===== src/rtl/pc_next_unit_if.sv =====
// rtl/pc_next_unit_if.sv - control and PC bundle between decode/datapath and the next-PC unit
interface pc_next_unit_if #(
    parameter int unsigned WIDTH = 32
);
    logic             stall;
    logic             branch;
    logic             branch_ne;
    logic             zero;
    logic [15:0]      imm;
    logic             jump;
    logic [25:0]      jump_index;
    logic             jump_reg;
    logic [WIDTH-1:0] reg_target;
    logic             exception;
    logic [WIDTH-1:0] pc;
    logic [WIDTH-1:0] pc_plus4;
    logic             redirect;
    logic             addr_err;

    modport master (
        output stall, branch, branch_ne, zero, imm, jump, jump_index,
               jump_reg, reg_target, exception,
        input  pc, pc_plus4, redirect, addr_err
    );

    modport slave (
        input  stall, branch, branch_ne, zero, imm, jump, jump_index,
               jump_reg, reg_target, exception,
        output pc, pc_plus4, redirect, addr_err
    );
endinterface


===== src/rtl/pc_next_unit.sv =====
// rtl/pc_next_unit.sv - registered PC with branch/jump/jr/exception select and stall-buffered redirect
module pc_next_unit #(
    parameter int unsigned      WIDTH        = 32,
    parameter logic [WIDTH-1:0] RESET_VECTOR = 32'h0000_0000,
    parameter logic [WIDTH-1:0] EXC_VECTOR   = 32'h0000_0180
) (
    input  logic           clk,
    input  logic           rst_n,
    pc_next_unit_if.slave  bus
);
    localparam logic [0:0] RUN  = 1'b0;
    localparam logic [0:0] HELD = 1'b1;

    logic [WIDTH-1:0] pc_q, pc_d;
    logic             redirect_q, redirect_d;
    logic             addr_err_q, addr_err_d;
    logic [0:0]       pend_valid_q, pend_valid_d;
    logic [WIDTH-1:0] pend_target_q, pend_target_d;

    logic [WIDTH-1:0] pc_plus4;
    logic [WIDTH-1:0] br_target;
    logic [WIDTH-1:0] j_target;
    logic [WIDTH-1:0] jr_target;
    logic [WIDTH-1:0] req_target;
    logic             taken;
    logic             jr_misaligned;
    logic             request;

    assign pc_plus4  = pc_q + {{(WIDTH-3){1'b0}}, 3'b100};
    assign taken     = (bus.branch & bus.zero) | (bus.branch_ne & ~bus.zero);
    assign br_target = pc_plus4 + {{(WIDTH-18){bus.imm[15]}}, bus.imm, 2'b00};
    assign j_target  = {pc_plus4[WIDTH-1:28], bus.jump_index, 2'b00};

    // A misaligned jr is diverted to the exception vector rather than fetched.
    assign jr_misaligned = (bus.reg_target[1:0] != 2'b00);
    assign jr_target     = jr_misaligned ? EXC_VECTOR : bus.reg_target;

    assign request = bus.exception | bus.jump_reg | bus.jump | taken;

    always_comb begin
        req_target = br_target;
        if (bus.exception) begin
            req_target = EXC_VECTOR;
        end else if (bus.jump_reg) begin
            req_target = jr_target;
        end else if (bus.jump) begin
            req_target = j_target;
        end
    end

    always_comb begin
        pc_d          = pc_q;
        redirect_d    = 1'b0;
        pend_valid_d  = pend_valid_q;
        pend_target_d = pend_target_q;
        addr_err_d    = addr_err_q | (bus.jump_reg & ~bus.exception & jr_misaligned);

        if (pend_valid_q == RUN) begin
            if (!bus.stall) begin
                pc_d       = request ? req_target : pc_plus4;
                redirect_d = request;
            end else if (request) begin
                pend_target_d = req_target;
                pend_valid_d  = HELD;
            end
        end else begin
            if (bus.stall) begin
                if (request) begin
                    pend_target_d = req_target;
                end
            end else begin
                // Release: only an exception can pre-empt the buffered target.
                pc_d         = bus.exception ? EXC_VECTOR : pend_target_q;
                redirect_d   = 1'b1;
                pend_valid_d = RUN;
            end
        end
    end

    always_ff @(posedge clk) begin
        if (!rst_n) begin
            pc_q          <= RESET_VECTOR;
            redirect_q    <= 1'b0;
            addr_err_q    <= 1'b0;
            pend_valid_q  <= RUN;
            pend_target_q <= RESET_VECTOR;
        end else begin
            pc_q          <= pc_d;
            redirect_q    <= redirect_d;
            addr_err_q    <= addr_err_d;
            pend_valid_q  <= pend_valid_d;
            pend_target_q <= pend_target_d;
        end
    end

    assign bus.pc       = pc_q;
    assign bus.pc_plus4 = pc_plus4;
    assign bus.redirect = redirect_q;
    assign bus.addr_err = addr_err_q;
endmodule


===== src/flat_wrapper.sv =====
// flat-port wrapper written by rule: the top's interface ports become plain ports
module pc_next_unit_flat 
#(
    parameter int unsigned      WIDTH        = 32,
    parameter logic [WIDTH-1:0] RESET_VECTOR = 32'h0000_0000,
    parameter logic [WIDTH-1:0] EXC_VECTOR   = 32'h0000_0180
)
  (clk, rst_n, bus_stall, bus_branch, bus_branch_ne, bus_zero, bus_imm, bus_jump, bus_jump_index, bus_jump_reg, bus_reg_target, bus_exception, bus_pc, bus_pc_plus4, bus_redirect, bus_addr_err);
  pc_next_unit_if #(.WIDTH(WIDTH)) bus_i ();
  input  logic clk;
  input  logic rst_n;
  input wire logic [$bits(bus_i.stall)-1:0] bus_stall;
  input wire logic [$bits(bus_i.branch)-1:0] bus_branch;
  input wire logic [$bits(bus_i.branch_ne)-1:0] bus_branch_ne;
  input wire logic [$bits(bus_i.zero)-1:0] bus_zero;
  input wire logic [$bits(bus_i.imm)-1:0] bus_imm;
  input wire logic [$bits(bus_i.jump)-1:0] bus_jump;
  input wire logic [$bits(bus_i.jump_index)-1:0] bus_jump_index;
  input wire logic [$bits(bus_i.jump_reg)-1:0] bus_jump_reg;
  input wire logic [$bits(bus_i.reg_target)-1:0] bus_reg_target;
  input wire logic [$bits(bus_i.exception)-1:0] bus_exception;
  output wire logic [$bits(bus_i.pc)-1:0] bus_pc;
  output wire logic [$bits(bus_i.pc_plus4)-1:0] bus_pc_plus4;
  output wire logic [$bits(bus_i.redirect)-1:0] bus_redirect;
  output wire logic [$bits(bus_i.addr_err)-1:0] bus_addr_err;
  assign bus_i.stall = bus_stall;
  assign bus_i.branch = bus_branch;
  assign bus_i.branch_ne = bus_branch_ne;
  assign bus_i.zero = bus_zero;
  assign bus_i.imm = bus_imm;
  assign bus_i.jump = bus_jump;
  assign bus_i.jump_index = bus_jump_index;
  assign bus_i.jump_reg = bus_jump_reg;
  assign bus_i.reg_target = bus_reg_target;
  assign bus_i.exception = bus_exception;
  assign bus_pc = bus_i.pc;
  assign bus_pc_plus4 = bus_i.pc_plus4;
  assign bus_redirect = bus_i.redirect;
  assign bus_addr_err = bus_i.addr_err;
  pc_next_unit #(.WIDTH(WIDTH), .RESET_VECTOR(RESET_VECTOR), .EXC_VECTOR(EXC_VECTOR)) u_core (.clk(clk), .rst_n(rst_n), .bus(bus_i));
endmodule

===== config.mk =====
export PLATFORM = sky130hd
export DESIGN_NAME = pc_next_unit_flat
export DESIGN_NICKNAME = d
export VERILOG_FILES = /design/src/rtl/pc_next_unit_if.sv /design/src/rtl/pc_next_unit.sv /design/src/flat_wrapper.sv
export SDC_FILE = /design/constraint.sdc
export NUM_CORES = 1
export LEC_CHECK = 0
export ABC_AREA = 1
export BUFFER_PORTS_ARGS = -buffer_cell sky130_fd_sc_hd__buf_2
export CORE_MARGIN = 10
export CORE_UTILIZATION = 56
export CTS_CLUSTER_DIAMETER = 150
export DETAILED_ROUTE_END_ITERATION = 7
export HOLD_SLACK_MARGIN = 0.06
export PLACE_DENSITY_LB_ADDON = 0.25
export SYNTH_ARGS = -nofsm -noshare
export SYNTH_HDL_FRONTEND = slang
export SYNTH_SLANG_ARGS = --single-unit

===== constraint.sdc =====
create_clock -name clk -period 4 [get_ports clk]
set_input_delay 1 -clock clk [delete_from_list [all_inputs] [get_ports clk]]
set_output_delay 1 -clock clk [all_outputs]
set_load 0.05 [all_outputs]

After elaboration in Yosys (flattened, before gate mapping)
Index checks and enable logic that the tools add are counted.
- memories kept: 0
- bits in latches: 0
- memory bits (read-only): 0
- flip-flop bits (word level): 67
- bits in writable memories: 0
- logic and storage cells: 36
- output and inout port bits: 66
- input bits: 83
- bitwise gates (word level): 11
- eq/ne operators: 0
- reduce and logical (&&, ||, !) cells: 2
- shift operators: 0
- multipliers: 0
- div/mod/pow operators: 0
- magnitude comparators: 0
- add/subtract/negate cells: 2
- mux-type cells: 16
- operators by type and width (cell ; count):
    2-to-1 mux 32 bit ; 9
    adder 32 x 3 -> 32 bit (second input constant) ; 1
    adder 32 bit ; 1
    2-to-1 mux 1 bit ; 7
    bitwise OR 1 bit ; 5
    bitwise AND 1 bit ; 4
    inverter 1 bit ; 2
    AND reduction 2 bit ; 1
    nonzero test 2 bit ; 1

Depth between registers and ports, before layout
- depth in word-level cells: 8
- gate-level depth with buffers: 27
- depth with buffers taken out: 27

Worst setup path before layout
No wires, ideal clock.
- path type: register to register
- start point: reg u_core.pc_q[2] (netlist: u_core.bus.pc[2])
- end point: reg u_core.pend_target_q[29]
- period minus slack after synthesis: 4.027 ns
- stages on the path, launching flop included: 22
- arrival time: 3.911 ns
- setup slack: -0.027 ns
- library setup time: 0.115 ns
- path buffers: 0
- data required time: 3.885 ns
- cell sequence: dfxtp_1 ha_1 nand2_2 nor2_4 nand2_1 nor2_2 nand2_2 nor2_4 xor2_1 ha_1 a21oi_1 nor2_1 nor2_1 o21ai_0 a21oi_1 nand2_1 nand2_1 nand3_1 nand2_1 nand2_1 o21ai_0 inv_1
- cells in the longest elaborated chain, start to end: 5
- RTL lines (element ; line ; RTL):
    start, declared ; pc_next_unit.sv:14 ; logic [WIDTH-1:0] pc_q, pc_d;
    start signal, assigned ; pc_next_unit.sv:88 ; pc_q <= pc_d;
    adder 32 x 3 -> 32 bit ; pc_next_unit.sv:29 ; assign pc_plus4 = pc_q + {{(WIDTH-3){1'b0}}, 3'b100};
    named net bus_pc_plus4[18] ; flat_wrapper.sv:23 ; output wire logic [$bits(bus_i.pc_plus4)-1:0] bus_pc_plus4;
    adder 32 bit ; pc_next_unit.sv:31 ; assign br_target = pc_plus4 + {{(WIDTH-18){bus.imm[15]}}, bus.imm, 2'b00};
    2-to-1 mux 32 bit ; pc_next_unit.sv:46 ; end else if (bus.jump) begin
    2-to-1 mux 32 bit ; pc_next_unit.sv:44 ; end else if (bus.jump_reg) begin
    2-to-1 mux 32 bit ; pc_next_unit.sv:42 ; if (bus.exception) begin
    end signal, assigned ; pc_next_unit.sv:92 ; pend_target_q <= pend_target_d;
    end, declared ; pc_next_unit.sv:18 ; logic [WIDTH-1:0] pend_target_q, pend_target_d;
The timed path passes the listed nets, and every way through them passes these cells.
A chain may end at the register's enable or synchronous reset.

Worst setup path after layout
- start point: reg u_core.pc_q[2] (netlist: u_core.bus.pc[2])
- end point: reg u_core.pend_target_q[26]
- cells in the longest elaborated chain, start to end: 5
- RTL lines (element ; line):
    adder 32 x 3 -> 32 bit ; pc_next_unit.sv:29
    adder 32 bit ; pc_next_unit.sv:31
    2-to-1 mux 32 bit ; pc_next_unit.sv:46
    2-to-1 mux 32 bit ; pc_next_unit.sv:44
    2-to-1 mux 32 bit ; pc_next_unit.sv:42
Every way passes these cells.

==> out/results.txt <==
Final Slew Violations -> 0
Hold Path Sink -> u_core.bus.pc[0]
fmax -> 267.4 MHz
DRT iter0 DRCs -> 932
capture point of the worst reg-to-reg path -> u_core.pend_target_q[26]
Post-Syn Area -> 6656 um2
FF-to-FF path depth -> 22
flop2flop setup slack -> 0.26 ns
vias in the first global route -> 7829
Synth area leaders -> dfxtp_1 20%, nand2_1 19%, inv_1 8.8%, o21ai_0 7.4%, nor2_1 6.9%
max_slew headroom -> 0.5489
core area -> 11520 um2
RSZ-0062 raised after global routing -> yes
clock sinks -> 67
Worst Path Arrival -> 3.97 ns
row cnt -> 39
hold depth -> 2
top_reg_cell synth -> dfxtp_1
Critical Path Max Stage Delay -> 0.43 ns
commonest non-fill, non-tap cell in the layout -> nand2_1
top cell type by total area after synthesis -> dfxtp_1
shortest period the worst path allows -> 3.739 ns
Post-synth EDFFs -> 0
port buffer count -> 148
Clk Tree Root Cell -> clkbuf_16
Total GRT Usage -> 0.2979
Hold WC Path Type -> reg2reg
H-tree depth -> 3
crit path max-delay cell type -> dfxtp_1
critical-path cell list -> ha_1 > nand2_2 > nor2_4 > nand2_1 > nor2_2 > nand2_2 > nor2_4 > nand2_1 > xor2_1 > inv_1 > ha_1 > nand2_1 > nor3_1 > nand2_1 > nor2_1 > nand2_1 > nand4_1 > nand3_1 > nand2_1 > nand2_1 > o21ai_0 > inv_1
sequential cell area -> 1341 um2
n_diodes -> 0
worst-path fanout max -> 6
cts bufs inserted -> 9
RD Place Congestion -> 0.9991
worst slew pin tran -> 0.6767 ns
area delta synth->final -> 16.45%
status -> finished clean
Tcrit/Tclk final -> 0.9348
Multi-input gate area -> 4502 um2
clk_lat worst skew -> 0.34 ns
Routed WL -> 25230 um
Fin. Hold Viols -> 0
Longest Clk Path Bufs -> 2
Synth top area share -> 0.2015
Top Ports -> 149
Required @ worst endpoint -> 4.23 ns
DRC errors left -> 0
Switch Pwr -> 966.8 uW
CTS tree -> built
Net Sw Frac -> 0.4008
syn_nets -> 1261
Final #Nets -> 1393
Hold Path Origin -> u_core.pend_target_q[0]
layout cells sized above 1 -> 0.1844
Clock transition at path regs -> 0.06 ns
die width -> 129.0 um
Via Count -> 8190
synthesis-stage register bit count -> 67
Post-CTS Setup Repair Bufs -> 0
initial antenna violation count -> 0
Final Power -> 2412 uW
CP endpoint kind -> flop
PnR worst setup slack -> 0.2606 ns
crit path kind -> reg2reg
sequential share of the synthesized area -> 0.2015
final setup vio count -> 0
Synth cell types -> 46
Reg power frac -> 0.317
leak pwr -> 0.004235 uW
dpl cell area -> 7465 um2
crit start category -> flop
pre-CTS setup slack -> 0.3058 ns
worst ir drop on vdd -> 0.2686 mV
clock network fraction of total power -> 0.326
Die ar. -> 16650 um2
syn avg cell area -> 5.824 um2
Reg2Reg Launch Point -> u_core.bus.pc[2]
Die Ht -> 129.0 um
max_cap viols -> 0
Mapped Cells -> 1143
Crit path top cell by count -> nand2_1
Pint -> 1446 uW
Final Instance Area -> 7751 um2
hpwl dp -> 19530 um
Comb pwr share -> 0.357
most frequent cells in the layout -> 332 x nand2_1, 156 x inv_1, 148 x buf_2, 122 x nor2_1, 98 x o21ai_0
Initial DRT Pass Iterations -> 6
ys async rst share -> 0
pwr/cell area -> 311.2 nW/um2
Final Skew -> 0.005168 ns
ANT nets after route -> 0
Starting Density -> 0.5780
first-pass GRT wire length -> 39630 um
largest net degree at the start of global routing -> 42
grt total ovfl -> 0
filler instances -> 1145
Avg WL per Cell -> 17.73 um
Yosys warnings -> 0
Via density -> 5.755
registers in the layout, summed over array words and instances, names as in the netlist:
name,count
u_core.bus.addr_err,1
u_core.bus.pc,32
u_core.bus.redirect,1
u_core.pend_target_q,32
u_core.pend_valid_q,1
logic make-up after synthesis:
logic type                 count (synthesis)  synth area share
muxes                                      1          0.001692
DFF                                       67            0.2015
adders and majority gates                 35           0.06692
xor gates and xnor gates                  21           0.02763
AOI/OAI and AO/OA                        229            0.1947
and+or+nand+nor                          588            0.3842
buffers and inverters                    202            0.1233
cell usage after synthesis (4+ instances only):
library cell,count
a21oi_1,74
ha_1,34
nand3b_1,4
xor2_1,19
dfxtp_1,67
o21ai_0,99
buf_2,7
nand4_1,8
nor2_1,122
nor2_4,10
buf_1,4
inv_2,7
nand2_1,332
clkbuf_1,17
o21ai_1,5
nand2_2,13
nor3_1,11
a31oi_1,4
a221oi_1,6
or2_2,9
nand3_1,57
inv_1,156
buf_4,5
o21bai_1,8
o211ai_1,18
nor2_2,8
worst max-delay path, delay by kind of cell (launching register included):
kind / cells / cell delay, ns
xor gates and xnor gates: 1 / 0.31
AOI/OAI and AO/OA: 1 / 0.15
buffers and inverters: 2 / 0.18
and+or+nand+nor: 16 / 1.91
adders and majority gates: 2 / 0.65
DFF: 1 / 0.43
power groups by stage:
stage / logic [uW] / clock network (uW) / registers (uW)
final: 862 / 786 / 765
after global routing: 946 / 813 / 769
after CTS: 848 / 782 / 762
after detailed placement: 843 / 0 / 776
after global placement: 834 / 0 / 775
after floorplan: 525 / 0 / 843
layer usage:
| metal | routed length (um) | GRT usage |
|---|---|---|
| met5 | 0 | 0 |
| met4 | 1490 | 0.1719 |
| met3 | 2932 | 0.07382 |
| met2 | 10960 | 0.4712 |
| met1 | 9841 | 0.3628 |
how the worst max path moves through the flow:
stage,startpoint,end,slack (ns),cells past startpoint
final,u_core.bus.pc[2],u_core.pend_target_q[26],0.26,22
after CTS,u_core.bus.pc[2],u_core.pend_target_q[29],0.25,22
after global placement,u_core.bus.pc[2],u_core.pend_target_q[29],0.36,22
after floorplan,u_core.bus.pc[2],u_core.pend_target_q[29],0.08,19
after detailed placement,u_core.bus.pc[2],u_core.pend_target_q[29],0.31,22
after global routing,u_core.bus.pc[2],u_core.pend_target_q[30],-0.02,22
cell type report:
cell class	instances	area share
Clock buffer	11	0.03002
Clock inverter	5	0.006941
Inverter	163	0.07893
Multi-Input combinational cell	874	0.5808
Sequential cell	67	0.1730
Tap cell	143	0.02308
Timing Repair Buffer	160	0.1072
per-stage QoR:
step | utilization | std cells | hold WS [ns] | setup TNS [ns]
after detailed placement | 0.6482 | 1407 | 0.4663 | 0
final | 0.6731 | 1423 | 0.4824 | 0
after global placement | 0.6482 | 1407 | 0.4500 | 0
after global routing | 0.6731 | 1423 | 0.5071 | -0.02659
after CTS | 0.6731 | 1423 | 0.4836 | 0
after floorplan | - | 1143 | 0.4562 | 0
what timing repair did:
item	in CTS	in global routing
hold buffers	0	0
endpoints found under the setup margin	0	6
gates resized for setup	0	1
(Power assumes the default switching activity.)
